--- config.mk ---
export PLATFORM = sky130hd
export DESIGN_NAME = wb_ctrl_master
export DESIGN_NICKNAME = d
export VERILOG_FILES = /design/src/rtl/wb_ctrl_master.sv
export SDC_FILE = /design/constraint.sdc
export NUM_CORES = 1
export LEC_CHECK = 0
export CORE_ASPECT_RATIO = 0.6
export CORE_MARGIN = 8
export CORE_UTILIZATION = 49
export DETAILED_ROUTE_END_ITERATION = 8
export PLACE_DENSITY = 0.83
export SYNTH_ARGS = -nofsm -noshare
export SYNTH_HDL_FRONTEND = slang
export SYNTH_SLANG_ARGS = --single-unit
--- constraint.sdc ---
create_clock -name clk -period 3.25 [get_ports clk]
set_input_delay 0.4875 -clock clk [delete_from_list [all_inputs] [get_ports clk]]
set_output_delay 0.4875 -clock clk [all_outputs]
set_load 0.02 [all_outputs]
--- src/rtl/wb_ctrl_master.sv ---
// wb_ctrl_master: Wishbone classic initiator for the control register slaves.
// Runs one read, write or masked poll loop per command; one response each.
//
// Ports:
//   clk, rst              clock, synchronous active-high reset
//   cmd_valid/cmd_ready   command handshake
//   cmd_op                00 read, 01 write, 10 poll, 11 reserved
//   cmd_adr, cmd_dat      byte address; write data or poll bit mask
//   rsp_valid/err/dat     one-cycle response strobe with error flag and data
//   wb_*                  Wishbone classic initiator signals
module wb_ctrl_master #(
  parameter int unsigned TIMEOUT  = 255,
  parameter int unsigned POLL_MAX = 1024,
  parameter int unsigned POLL_GAP = 4
) (
  input  logic        clk,
  input  logic        rst,
  input  logic        cmd_valid,
  output logic        cmd_ready,
  input  logic [1:0]  cmd_op,
  input  logic [31:0] cmd_adr,
  input  logic [31:0] cmd_dat,
  output logic        rsp_valid,
  output logic        rsp_err,
  output logic [31:0] rsp_dat,
  output logic        wb_cyc_o,
  output logic        wb_stb_o,
  output logic        wb_we_o,
  output logic [31:0] wb_adr_o,
  output logic [3:0]  wb_sel_o,
  output logic [31:0] wb_dat_o,
  input  logic [31:0] wb_dat_i,
  input  logic        wb_ack_i
);

  localparam logic [15:0] TO_LAST   = 16'(TIMEOUT - 1);
  localparam logic [15:0] POLL_LAST = 16'(POLL_MAX - 1);
  // A zero gap still needs one idle cycle so cyc never spans two polls.
  localparam int unsigned GAP_N     = (POLL_GAP == 0) ? 1 : POLL_GAP;
  localparam logic [7:0]  GAP_LAST  = 8'(GAP_N - 1);

  localparam logic [1:0] OP_RD   = 2'b00;
  localparam logic [1:0] OP_WR   = 2'b01;
  localparam logic [1:0] OP_POLL = 2'b10;
  localparam logic [1:0] OP_RSV  = 2'b11;

  typedef enum logic [1:0] {
    S_IDLE,
    S_BUS,
    S_GAP,
    S_RESP
  } state_t;

  state_t      r_state, w_state;
  logic [1:0]  r_op, w_op;
  logic [31:0] r_adr, w_adr;
  logic [31:0] r_dat, w_dat;
  logic [15:0] r_to_cnt, w_to_cnt;
  logic [15:0] r_poll_cnt, w_poll_cnt;
  logic [7:0]  r_gap_cnt, w_gap_cnt;
  logic        r_cmd_ready, w_cmd_ready;
  logic        r_rsp_valid, w_rsp_valid;
  logic        r_rsp_err, w_rsp_err;
  logic [31:0] r_rsp_dat, w_rsp_dat;
  logic        r_stb, w_stb;
  logic        r_we, w_we;
  logic [31:0] r_wadr, w_wadr;
  logic [31:0] r_wdat, w_wdat;
  logic [3:0]  r_sel, w_sel;

  logic        w_hit;
  logic        w_last;
  logic        w_is_poll;

  assign w_hit     = |(wb_dat_i & r_dat);
  assign w_last    = (r_poll_cnt == POLL_LAST);
  assign w_is_poll = (r_op == OP_POLL);

  always_comb begin
    w_state     = r_state;
    w_op        = r_op;
    w_adr       = r_adr;
    w_dat       = r_dat;
    w_to_cnt    = r_to_cnt;
    w_poll_cnt  = r_poll_cnt;
    w_gap_cnt   = r_gap_cnt;
    w_cmd_ready = 1'b0;
    w_rsp_valid = 1'b0;
    w_rsp_err   = 1'b0;
    w_rsp_dat   = '0;
    w_stb       = r_stb;
    w_we        = r_we;
    w_wadr      = r_wadr;
    w_wdat      = r_wdat;
    w_sel       = r_sel;

    unique case (r_state)
      S_IDLE: begin
        w_cmd_ready = 1'b1;
        if (cmd_valid && r_cmd_ready) begin
          w_cmd_ready = 1'b0;
          w_op        = cmd_op;
          w_adr       = cmd_adr;
          w_dat       = cmd_dat;
          w_poll_cnt  = '0;
          w_to_cnt    = '0;
          if (cmd_op == OP_RSV) begin
            w_state     = S_RESP;
            w_rsp_valid = 1'b1;
            w_rsp_err   = 1'b1;
          end else begin
            w_state = S_BUS;
            w_stb   = 1'b1;
            w_sel   = 4'hF;
            w_wadr  = cmd_adr;
            w_we    = (cmd_op == OP_WR);
            w_wdat  = (cmd_op == OP_WR) ? cmd_dat : '0;
          end
        end
      end

      S_BUS: begin
        // stb is high for the whole of BUS, so ack is only seen here.
        if (wb_ack_i || (r_to_cnt == TO_LAST)) begin
          w_stb  = 1'b0;
          w_we   = 1'b0;
          w_sel  = '0;
          w_wadr = '0;
          w_wdat = '0;
        end
        if (wb_ack_i) begin
          unique case (1'b1)
            !w_is_poll: begin
              w_state     = S_RESP;
              w_rsp_valid = 1'b1;
              w_rsp_dat   = (r_op == OP_RD) ? wb_dat_i : '0;
            end
            w_is_poll && w_hit: begin
              w_state     = S_RESP;
              w_rsp_valid = 1'b1;
              w_rsp_dat   = wb_dat_i;
            end
            w_is_poll && !w_hit && w_last: begin
              w_state     = S_RESP;
              w_rsp_valid = 1'b1;
              w_rsp_err   = 1'b1;
              w_rsp_dat   = wb_dat_i;
            end
            w_is_poll && !w_hit && !w_last: begin
              w_state   = S_GAP;
              w_gap_cnt = '0;
            end
          endcase
          if (w_is_poll && !w_hit && (r_poll_cnt != 16'hFFFF)) begin
            w_poll_cnt = r_poll_cnt + 16'd1;
          end
        end else if (r_to_cnt == TO_LAST) begin
          w_state     = S_RESP;
          w_rsp_valid = 1'b1;
          w_rsp_err   = 1'b1;
        end else if (r_to_cnt != 16'hFFFF) begin
          w_to_cnt = r_to_cnt + 16'd1;
        end
      end

      S_GAP: begin
        if (r_gap_cnt == GAP_LAST) begin
          w_state  = S_BUS;
          w_stb    = 1'b1;
          w_sel    = 4'hF;
          w_we     = 1'b0;
          w_wadr   = r_adr;
          w_wdat   = '0;
          w_to_cnt = '0;
        end else begin
          w_gap_cnt = r_gap_cnt + 8'd1;
        end
      end

      S_RESP: begin
        w_state     = S_IDLE;
        w_cmd_ready = 1'b1;
      end
    endcase
  end

  always_ff @(posedge clk) begin
    if (rst) begin
      r_state     <= S_IDLE;
      r_op        <= '0;
      r_adr       <= '0;
      r_dat       <= '0;
      r_to_cnt    <= '0;
      r_poll_cnt  <= '0;
      r_gap_cnt   <= '0;
      r_cmd_ready <= 1'b0;
      r_rsp_valid <= 1'b0;
      r_rsp_err   <= 1'b0;
      r_rsp_dat   <= '0;
      r_stb       <= 1'b0;
      r_we        <= 1'b0;
      r_wadr      <= '0;
      r_wdat      <= '0;
      r_sel       <= '0;
    end else begin
      r_state     <= w_state;
      r_op        <= w_op;
      r_adr       <= w_adr;
      r_dat       <= w_dat;
      r_to_cnt    <= w_to_cnt;
      r_poll_cnt  <= w_poll_cnt;
      r_gap_cnt   <= w_gap_cnt;
      r_cmd_ready <= w_cmd_ready;
      r_rsp_valid <= w_rsp_valid;
      r_rsp_err   <= w_rsp_err;
      r_rsp_dat   <= w_rsp_dat;
      r_stb       <= w_stb;
      r_we        <= w_we;
      r_wadr      <= w_wadr;
      r_wdat      <= w_wdat;
      r_sel       <= w_sel;
    end
  end

  assign cmd_ready = r_cmd_ready;
  assign rsp_valid = r_rsp_valid;
  assign rsp_err   = r_rsp_err;
  assign rsp_dat   = r_rsp_dat;
  assign wb_cyc_o  = r_stb;
  assign wb_stb_o  = r_stb;
  assign wb_we_o   = r_we;
  assign wb_adr_o  = r_wadr;
  assign wb_sel_o  = r_sel;
  assign wb_dat_o  = r_wdat;

endmodule

Word-level counts from Yosys, hierarchy flattened
Index checks and enable logic that the tools add are counted.
- add/subtract/negate cells: 3
- $mul: 0
- divide/modulo/power cells: 0
- $lt $le $gt $ge: 0
- eq/ne operators: 23
- shift-type cells: 0
- mux-type cells: 57
- bitwise operators: 3
- reductions and logical operators: 25
- operators by type and width (kind ; number):
    $mux 32 ; 9
    $pmux 32 s3 ; 2
    $mux 16 ; 7
    $pmux 32 s2 ; 1
    $pmux 16 s3 ; 1
    $add 16x1->16 const B ; 2
    $and 32x32->32 ; 1
    $ne 16x16->1 const B ; 2
    $pmux 16 s2 ; 1
    $reduce_or 32->1 ; 1
    $mux 8 ; 3
    $ne 2x2->1 const B ; 11
    $eq 16x10->1 const B ; 1
    $eq 16x8->1 const B ; 1
    $mux 4 ; 4
    $pmux 8 s2 ; 1
    $mux 1 ; 15
    $pmux 4 s3 ; 1
    $mux 2 ; 5
    $add 8x1->8 const B ; 1
    $eq 2x2->1 const B ; 4
    $eq 8x2->1 const B ; 1
    $pmux 2 s4 ; 1
    $reduce_and 4->1 ; 2
    other kinds (18) ; 33
- register bits after elaboration: 213
- latch bits: 0
- bits in writable memories: 0
- memory bits (read-only): 0
- input bits: 102
- logic and storage cells: 127
- memories: 0

Logic depth before layout (Yosys ltp)
Gate-level depths: netlist (run 1).
- depth after elaboration: 9
- mapped depth: 10
- mapped depth without buffers: 8

Least setup slack after synthesis (run 1)
Ideal clock, no wire load.
- path kind: register to register
- start: reg r_gap_cnt[0]
- end: reg r_to_cnt[11]
- library setup time: 0.070 ns
- arrival time: 2.278 ns
- required time: 3.180 ns
- slack: 0.902 ns
- stages on the path, launching flop included: 8
- buffers on the path: 0
- path through: dfxtp_1 ha_1 or4b_4 o41a_4 nor2_8 nand3_2 or4_1 a21oi_1
- longest elaborated chain between the ends: 3
- ends and longest elaborated chain (element ; line ; RTL):
    start: declaration ; 60 ; logic [7:0] r_gap_cnt, w_gap_cnt;
    start signal: assignment ; 212 ; r_gap_cnt <= w_gap_cnt;
    $eq 8x2->1 ; 167 ; if (r_gap_cnt == GAP_LAST) begin
    $ne 2x2->1 (no line) ; - ;
    $reduce_and 6->1 (no line) ; - ;
    end signal: assignment ; 210 ; r_to_cnt <= w_to_cnt;
    end: declaration ; 58 ; logic [15:0] r_to_cnt, w_to_cnt;
Every way passes these cells.
A chain may end at the register's enable or synchronous reset.

Final worst setup path (run 1)
- start: reg r_poll_cnt[0]
- end: reg r_poll_cnt[9]
- longest elaborated chain between the ends: 4
- elaborated cells on any way between the ends: 8
- ends and longest elaborated chain (element ; line ; RTL):
    start: declaration ; 59 ; logic [15:0] r_poll_cnt, w_poll_cnt;
    start signal: assignment ; 211 ; r_poll_cnt <= w_poll_cnt;
    $add 16x1->16 / $ne 16x16->1 (equally long branches) ; 155, 154 ;
    $mux 16 / $logic_and 1x1->1 (equally long branches) ; 154 ; if (w_is_poll && !w_hit && (r_poll_cnt != 16'hFFFF)) begin
    $mux 16 / $ne 2x2->1 (equally long branches) ; - ;
    $pmux 16 s2 / $reduce_and 4->1 (equally long branches) ; - ;
Parallel ways exist; a longest one is shown, timed or not. The select of a mux whose other input is x is not followed.

==> summary.txt, run 1 <==
Run status
  – Outcome: completed

Synth
  – Mapped Cells: 963
  – Cell Area, Synth: 8430 um^2
  – Syn Area/Cell: 8.75 um^2
  – Distinct cells, synth: 58
  – Register area share after synthesis: 49.6%
  – Synth Register Bits: 209
  – Synth warnings: 0
  – Synth Net Count: 1073
  – Post-synthesis async set-or-reset flop share: 0%
  – Primary FF master, synth: dfxtp_1
  – EDFF count, synth: 0

STA
  – WHS: 0.440 ns
  – Fmax: 0.374 GHz
  – Final Critical Period: 2.68 ns
  – RSZ-0062 raised after global routing: false
  – Final setup vio count: 0
  – Worst Tran Pin Value: 0.999 ns
  – Max Slew Vio Count: 0
  – Final period utilization: 82.3%
  – Worst Setup Slack, final: 0.575 ns
  – Endpoints failing hold: 0
  – Relative slew slack: 33.4%
  – Post-route clock skew: 0.0128 ns
  – Total negative slack: 0 ns

GRT
  – Number of global-route vias before repair: 7170
  – First-pass GRT wire length: 39500 um
  – Overall routing resource usage: 22.0%
  – Largest net degree at the start of global routing: 66
  – Initial antenna violation count: 0
  – Grt ovf: 0

Pwr
  – Power Dens Cells: 750 nW/um^2
  – Clock share of power: 26.0%
  – Switching part of the total power: 35.4%
  – Sequential power share: 37.3%
  – Combinational share of power: 36.7%
  – P_int: 5480 uW
  – NetSw: 3010 uW
  – Peak VDD IR: 432 uV
  – Leak: 0.00394 uW

CTS
  – H-tree levels: 1
  – Num CTS Buffers: 20
  – Cts hold-fix bufs: 0
  – Root Buffer: clkbuf_16
  – Post CTS Setup Buffer Count: 0
  – CTS clock-pin slew for the worst setup and hold paths: 0.06 ns
  – TritonCTS clock tree: built
  – Post-cts resize count: 0
  – Longest Clk Path Bufs: 3
  – Clk_lat worst skew: 0.49 ns
  – Clock Sinks: 209

Placed design
  – IO buf count: 207
  – DP Wirelength: 18200 um
  – Area of placed instances: 10700 um^2
  – GP Congestion: 0.904
  – Setup WS pre-CTS: 0.314 ns

Final layout
  – Nets@finish: 1255
  – Share of cells above drive strength 1: 5.79%
  – Number of diodes: 0
  – # fillers: 1388
  – Commonest non-fill, non-tap cell in the layout: dfxtp_1
  – Most frequent cells in the layout: dfxtp_1 (209), clkdlybuf4s50_1 (206), nand2_1 (169)
  – Area Overhead vs Synth: 34.3%
  – Post-layout instance area: 11300 um^2

Run
  – Max Cap Viol: 0

Drt
  – ANT nets after route: 0
  – Via count: 7814
  – First-iteration detailed-routing DRC count: 631
  – Vias per cell: 5.62
  – Wire length per cell: 18.2 um
  – Detailed Route WL: 25300 um
  – Residual DRC count: 0
  – Drt first pass iters: 5

Worst hold path
  – Worst Hold Class: in2reg

Critical path
  – Crit. End Element: flip-flop
  – Critical-path cell list: ha_1, and3_1, and4_1, a311oi_1, a21oi_1, buf_4, nor3b_1, o21a_1
  – Crit path max-delay family: compound AO/OA/AOI/OAI gates
  – Buf/Inv on CP: 1
  – Critical path arrival: 3.06 ns
  – Max Fanout on Critical Path: 15
  – Setup crit start kind: flip-flop
  – Slowest-stage cell, CP: a21oi_1
  – Worst Path Required: 3.63 ns
  – Worst Setup Path Type: reg2reg
  – Slowest stage delay, CP: 0.81 ns

Die
  – Ports: 208
  – Initial core utilization: 49.6%
  – Die H: 118 um
  – Row cnt: 37
  – Core area: 17000 um^2
  – Chip Width: 185 um
  – Die Area: 21800 um^2
state kept, by name (all words and copies together) (netlist names), 2 cells and up:
| register | count |
|---|---|
| r_poll_cnt | 16 |
| r_state | 2 |
| r_gap_cnt | 8 |
| r_dat | 32 |
| rsp_dat | 32 |
| wb_adr_o | 32 |
| r_to_cnt | 16 |
| r_adr | 32 |
| wb_dat_o | 32 |
| r_op | 2 |
power groups by stage:
stage	clock network, uW	registers, uW	logic, uW
3_5_place_dp	0	3220	3120
4_1_cts	2250	3170	3130
3_3_place_gp	0	3210	3080
5_1_grt	2360	3210	3360
2_1_floorplan	0	3490	1620
6_report	2210	3170	3120
layout make-up:
| type | count | area, um^2 | share of cell area (%) |
|---|---|---|---|
| well taps | 234 | 293 | 2.59 |
| repair buffers | 231 | 2270 | 20.1 |
| clock buffers | 32 | 597 | 5.27 |
| multi-input cells | 672 | 3920 | 34.7 |
| inverters | 11 | 41.3 | 0.365 |
| flip-flops and latches | 209 | 4180 | 37.0 |
| clock inverters | 2 | 10.0 | 0.0884 |
layer usage:
layer	wire (um)	part of all wire [%]	global-route usage, %	vias to the layer above
met5	0	0	0	-
met4	225	0.89	3.19	0
met3	2020	8.0	4.84	18
met2	11300	44	33.3	277
met1	11800	47	32.0	3719
li1	-	-	-	3800
cells by family (layout without fill, tap and decap cells):
logic type                 Yosys count  count (layout)  synth area share (%)
muxes                                7               7                 0.831
buffers and inverters               82             276                  4.19
DFF                                209             209                  49.6
and+or+nand+nor                    412             412                  24.7
adders and majority gates            8               8                  1.19
AOI/OAI and AO/OA                  245             245                  19.5
worst reg2reg max path: cells and delay by family (launching register included):
kind | cells | cell delay (ns)
flip-flops | 1 | 0.37
AND/OR/NAND/NOR | 3 | 0.52
adder cells (fa/ha/maj) | 1 | 0.28
AO/OA/AOI/OAI | 3 | 1.11
buffers and inverters | 1 | 0.28
cell usage after synthesis, drive strengths merged (2+ instances only):
| library cell | n | share of area (%) |
|---|---|---|
| a21boi | 3 | 0.27 |
| nor2 | 45 | 2.2 |
| a21oi | 107 | 6.4 |
| a31o | 2 | 0.21 |
| nand4b | 3 | 0.31 |
| nand4 | 11 | 0.82 |
| o31ai | 11 | 0.98 |
| a311oi | 33 | 3.4 |
| nand2b | 39 | 2.9 |
| and2 | 34 | 2.5 |
| ha | 8 | 1.2 |
| o21ai | 18 | 1.1 |
| clkbuf | 52 | 2.3 |
| nor3 | 6 | 0.36 |
| nand3 | 53 | 3.2 |
| nand2 | 170 | 7.6 |
| a31oi | 4 | 0.30 |
| o21a | 3 | 0.27 |
| inv | 10 | 0.45 |
| or3 | 9 | 0.67 |
| a211oi | 4 | 0.36 |
| mux2i | 7 | 0.83 |
| o211ai | 2 | 0.18 |
| or4 | 12 | 1.1 |
| or4b | 2 | 0.28 |
| a22oi | 14 | 1.2 |
| buf | 19 | 1.4 |
| o41ai | 2 | 0.30 |
| nor3b | 2 | 0.18 |
| dfxtp | 209 | 50 |
| and3 | 11 | 0.82 |
| nor4 | 5 | 0.55 |
| and4 | 5 | 0.52 |
| a21o | 3 | 0.27 |
| a22o | 32 | 3.3 |
worst paths after layout:
| check | endpoint | from | slack, ns | depth (start not counted) |
|---|---|---|---|---|
| worst max-delay path | r_poll_cnt[9] | r_poll_cnt[0] | 0.57 | 8 |
| worst min-delay path | r_dat[27] | rst | 0.44 | 2 |
| worst max register to register | r_poll_cnt[9] | r_poll_cnt[0] | 0.57 | 8 |
| worst min register to register | r_adr[25] | r_adr[25] | 0.46 | 2 |
stage by stage:
stage                     power [uW]  utilization, %  cells
after floorplan                 5110               -    963
after global placement          6280            63.1   1357
after detailed placement        6340            63.1   1357
after CTS                       8550            66.6   1391
after global routing            8930            66.6   1391
final                           8490            66.6   1391
Power figures use the tool's default switching activity.
==> run 2, diff against run 1 <==
==> constraint.sdc (replaced) <==
create_clock -name clk -period 2.62 [get_ports clk]
set_input_delay 0.393 -clock clk [delete_from_list [all_inputs] [get_ports clk]]
set_output_delay 0.393 -clock clk [all_outputs]
set_load 0.02 [all_outputs]
==> run 2 against run 1 <==
  * Total power rose by 28%
  * Combinational power rose by 33%
  * Die area did not move
  * Global-route usage rose by 0.42 points
  * Hold slack got worse by 0.12 ns
  * Design area rose by 2.2%
  * Highest routed layer unchanged
==> summary.txt, run 2 (synthesis results as in run 1) <==
CTS
  – CTS clock-pin slew for the worst setup and hold paths: 0.06 ns (about the same)
  – Clk_lat worst skew: 0.49 ns (about the same)
  – H-tree levels: 1 (unchanged)
  – Clock Sinks: 209 (unchanged)
  – Longest Clk Path Bufs: 3 (unchanged)
  – Root Buffer: clkbuf_16
  – TritonCTS clock tree: built
  – Num CTS Buffers: 20 (unchanged)

Pwr
  – Power Dens Cells: 942 nW/um^2 (+26%)
  – Switching part of the total power: 35.7% (+0.27 points)
  – Leak: 0.00406 uW (+3.2%)
  – P_int: 7010 uW (+28%)
  – Combinational share of power: 38.2% (+1.5 points)
  – Peak VDD IR: 587 uV (+36%)
  – NetSw: 3890 uW (+29%)
  – Design Power: 10900 uW (+28%)
  – Clock share of power: 25.8% (-0.2 points)
  – Sequential power share: 36.0% (-1.3 points)

STA
  – Fmax: 0.386 GHz (+3.3%)
  – Final setup vio count: 0 (unchanged)
  – Worst Tran Pin Value: 0.777 ns (-0.222 ns)
  – Final Critical Period: 2.59 ns (-0.0855 ns)
  – Post-route clock skew: 0.00968 ns (-0.00315 ns)
  – Max Slew Vio Count: 0 (unchanged)
  – Endpoints failing hold: 0 (unchanged)
  – Relative slew slack: 48.2% (+15 points)
  – Final period utilization: 98.9% (+17 points)

Critical path
  – Crit path max-delay family: simple AND/OR/NAND/NOR gates
  – RR Startpoint: r_gap_cnt[1]
  – Worst r2r path cells: 9 (+1)
  – Critical-path cell list: ha_2, or4b_4, o41ai_4, nand3_2, a21oi_4, nor4b_4, buf_4, clkbuf_16, a22o_1
  – Slowest-stage cell, CP: or4b_4
  – Worst Path Required: 3.05 ns (-0.58 ns)
  – Crit. End Element: flip-flop
  – Max Fanout on Critical Path: 16 (+1)
  – R2R setup slack: 0.03 ns (-0.54 ns)
  – Setup crit start kind: flip-flop
  – Critical path arrival: 3.02 ns (-0.04 ns)
  – Worst Setup Path Type: reg2reg
  – Slowest stage delay, CP: 0.51 ns (-0.30 ns)
  – Buf/Inv on CP: 2 (+1)
  – RR Endpoint: wb_dat_o[17]

Die
  – Chip Width: 185 um (unchanged)
  – Initial core utilization: 49.6% (unchanged)
  – Core area: 17000 um^2 (unchanged)
  – Row cnt: 37 (unchanged)
  – Die Area: 21800 um^2 (unchanged)
  – Die H: 118 um (unchanged)
  – Ports: 208 (unchanged)

Worst hold path
  – Worst Hold Class: in2reg
  – Hold_sp: rst
  – Hold Path End: r_dat[27]
  – Hold path cells: 2 (unchanged)

Final layout
  – Seq. cell area: 4190 um^2 (about the same)
  – # fillers: 1326 (-4.5%)
  – Most frequent cells in the layout: dfxtp_1 (208), clkdlybuf4s50_1 (206), nand2_1 (169)
  – Post-layout instance area: 11600 um^2 (+2.2%)
  – Commonest non-fill, non-tap cell in the layout: dfxtp_1
  – Number of diodes: 0 (unchanged)
  – Share of cells above drive strength 1: 7.84% (+2.1 points)
  – Nets@finish: 1269 (+1.1%)
  – Multi-input gate area in the final layout: 3970 um^2 (+1.2%)
  – Area Overhead vs Synth: 37.3%

GRT
  – First-pass GRT wire length: 40500 um (+2.6%)
  – Grt ovf: 0 (unchanged)
  – Largest net degree at the start of global routing: 67 (+1.5%)
  – Global routing's busiest layer: met2
  – GR Util met3: 5.46% (+0.62 points)
  – Overall routing resource usage: 22.4% (+0.42 points)
  – Global routing usage on met1: 31.9% (-0.18 points)
  – Met2 GRT Util: 34.2% (+0.87 points)
  – Initial antenna violation count: 0 (unchanged)
  – Number of global-route vias before repair: 7574 (+5.6%)

Drt
  – Vias per cell: 5.66 (+0.74%)
  – Via count: 7962 (+1.9%)
  – First-iteration detailed-routing DRC count: 671 (+6.3%)
  – Drt first pass iters: 5 (unchanged)
  – Detailed Route WL: 26000 um (+2.6%)
  – Residual DRC count: 0 (unchanged)
  – ANT nets after route: 0 (unchanged)
  – Wire length per cell: 18.5 um (+1.5%)

Run status
  – Outcome: completed

Placed design
  – DP Wirelength: 18200 um (-0.21%)
  – GP Congestion: 0.865 (-4.3%)
  – IO buf count: 207 (unchanged)
  – Area of placed instances: 10800 um^2 (+0.98%)

Run
  – Max Cap Viol: 0 (unchanged)
[run 2: worst max-delay path by stage]
stage | start | to | slack (ns) | cells past startpoint
2_1_floorplan | r_gap_cnt[0] | r_to_cnt[11] | 0.27 | 7
3_3_place_gp | wb_dat_i[4] | r_gap_cnt[7] | -0.003 | 8
3_5_place_dp | wb_dat_i[9] | r_gap_cnt[5] | -0.16 | 8
4_1_cts | r_gap_cnt[0] | wb_dat_o[17] | 0.01 | 8
5_1_grt | r_gap_cnt[1] | wb_dat_o[31] | -0.06 | 9
6_report | r_gap_cnt[1] | wb_dat_o[17] | 0.03 | 9
[run 2: layout make-up]
type                       instances  share of cell area, %
inverter                          11                  0.357
tap                              234                   2.53
clock inverter                     9                  0.627
sequential                       209                   36.2
clock buffer                      27                   4.82
timing repair buffer             245                   21.2
multi-input combinational        672                   34.3
[run 2: timing repair]
item                       in CTS  in global routing
setup endpoints to repair       0                 83
hold buffers                    0                  0
resized for setup               0                  9
setup buffers                   0                  3
[run 2: power by group through the flow]
stage                     Clock (uW)  Combinational (uW)  Sequential [uW]
after detailed placement           0                3980             3990
after global placement             0                3890             3980
after floorplan                    0                2010             4320
final                           2810                4160             3930
after global routing            3010                4460             3980
after CTS                       2850                3990             3920
[run 2: metrics by stage]
stage	hold WS (ns)	setup slack, ns	setup TNS, ns	cells	util (%)
6_report	0.323	0.0300	0	1407	68.1
3_5_place_dp	0.447	-0.159	-2.03	1366	63.7
2_1_floorplan	0.432	0.272	0	963	-
5_1_grt	0.341	-0.0584	-1.46	1407	68.1
4_1_cts	0.313	0.0139	0	1402	67.4
3_3_place_gp	0.442	-0.00251	-0.00502	1366	63.7
[run 2: layer usage]
metal  vias to the layer above  share of wire, %  wire length [um]
li1                       3823                 -                 -
met2                       253                44             11500
met3                        32               7.3              1890
met4                         0               1.5               393
met5                         -                 0                 0
met1                      3854                47             12300
==> patch (settings of run 2) <==
Register the output `rsp_err` once more; this adds one clock of latency there. The other outputs are not delayed to match.
--- a/src/rtl/wb_ctrl_master.sv
+++ b/src/rtl/wb_ctrl_master.sv
@@ -225,5 +225,7 @@
   assign cmd_ready = r_cmd_ready;
   assign rsp_valid = r_rsp_valid;
-  assign rsp_err   = r_rsp_err;
+  always_ff @(posedge clk) begin
+    rsp_err <= r_rsp_err;
+  end
   assign rsp_dat   = r_rsp_dat;
   assign wb_cyc_o  = r_stb;
Behaviour: not the same (Yosys sat finds a counterexample within 4 cycles, from zero or initial values and one cycle with rst high).
==> patch against run 2 <==
Worst setup slack improved by 0.070 ns; routed wire length rose by 1.1%; sequential share of layout area is 0.20 points lower; sequential cell count increased by 1; cell area grew 1.0%; via count up 0.39%; hold slack gained 0.018 ns; power up 1.4%; synthesized area is 0.24% higher; synthesized cell count up 0.10%.
==> patch: results (changes against run 2) <==
Status -> completed
Setup WS pre-CTS -> -0.01142 ns (+0.1472 ns)
Cell Area, Placed -> 10,950 sq um (+1.2%)
Mux contribution to synthesized area -> 0.8291% (-0.0020 points)
Non-clock buffer share -> 21.70% (+0.52 points)
Vias in the first global route -> 7,616 (+0.55%)
Fillcell total -> 1,347 (+1.6%)
Share of layout cells above drive strength 1 -> 8.446% (+0.60 points)
Via count -> 7,993 (+0.39%)
Pleak -> 4.129 nW (+1.7%)
Clk cell area share -> 5.619% (+0.17 points)
Final cell count without fillers -> 1,418 (+0.78%)
Initial DRC Count -> 585 (-13%)
Clk_skew -> 0.02171 ns (+0.01203 ns)
Comb power frac -> 38.1% (about the same)
Design Area, Final -> 11,690 sq um (+1.0%)
FF+latch count, synth -> 210 (+0.48%)
Detailed placer's ending HPWL -> 18,730 um (+2.9%)
Crit. Startpoint -> r_gap_cnt[0]
Avg Cell Area, Syn -> 8.766 sq um (+0.13%)
Top cells by area, synth -> dfxtp_1 (50%), nand2_1 (7.5%), a21oi_1 (6.3%)
Worst vdd ir -> 0.0006070 V (+3.5%)
Hold Path Origin -> r_rsp_err
Hold Path Sink -> rsp_err
Register area share after synthesis -> 49.75% (+0.12 points)
P_clk -> 2.90 mW (+3%)
Clk pwr share -> 26.2% (+0.4 points)
Slew margin rel. -> 57.62% (+9.4 points)
Register area -> 4204 sq um (+0.45%)
First-pass GRT wire length -> 41,520 um (+2.6%)
Nonclk buf count -> 256 (+4.5%)
Clock buffers -> 28 (+3.7%)
CP arrival -> 2.95 ns (-0.07 ns)
Placer congestion estimate -> 0.8970 (+3.7%)
Hold Path Class -> reg2reg
Footprint of the multi-input gates -> 3959 sq um (-0.35%)
patch: changes by cell type in the layout (fill, tap and decap cells not counted), moves of 2 or more:
cell,before,now
buf_6,0,2
clkbuf_1,5,3
clkbuf_8,1,4
buf_4,32,41
dfxtp_1,208,210
clkinv_2,7,4
patch: timing repair:
action / CTS / global route
setup buffers: 0 / 2
setup endpoints to repair: 0 / 64
gates resized for setup: 0 / 7
patch: per-layer routing:
layer,track usage [%],vias up,routed length (um)
li1,-,3859,-
met1,33.20,3822,12110
met2,35.13,283,11650
met3,4.963,29,2118
met4,4.051,0,413
met5,0,-,0
patch: worst max-delay path: stages, from the launching register on:
cell     delay, ns
dfxtp_1       0.38
ha_1          0.18
or4b_4        0.49
o41ai_4       0.29
nand3_2       0.16
a21oi_4       0.21
nor4b_4       0.25
buf_4         0.18
buf_6         0.15
a22o_1        0.15
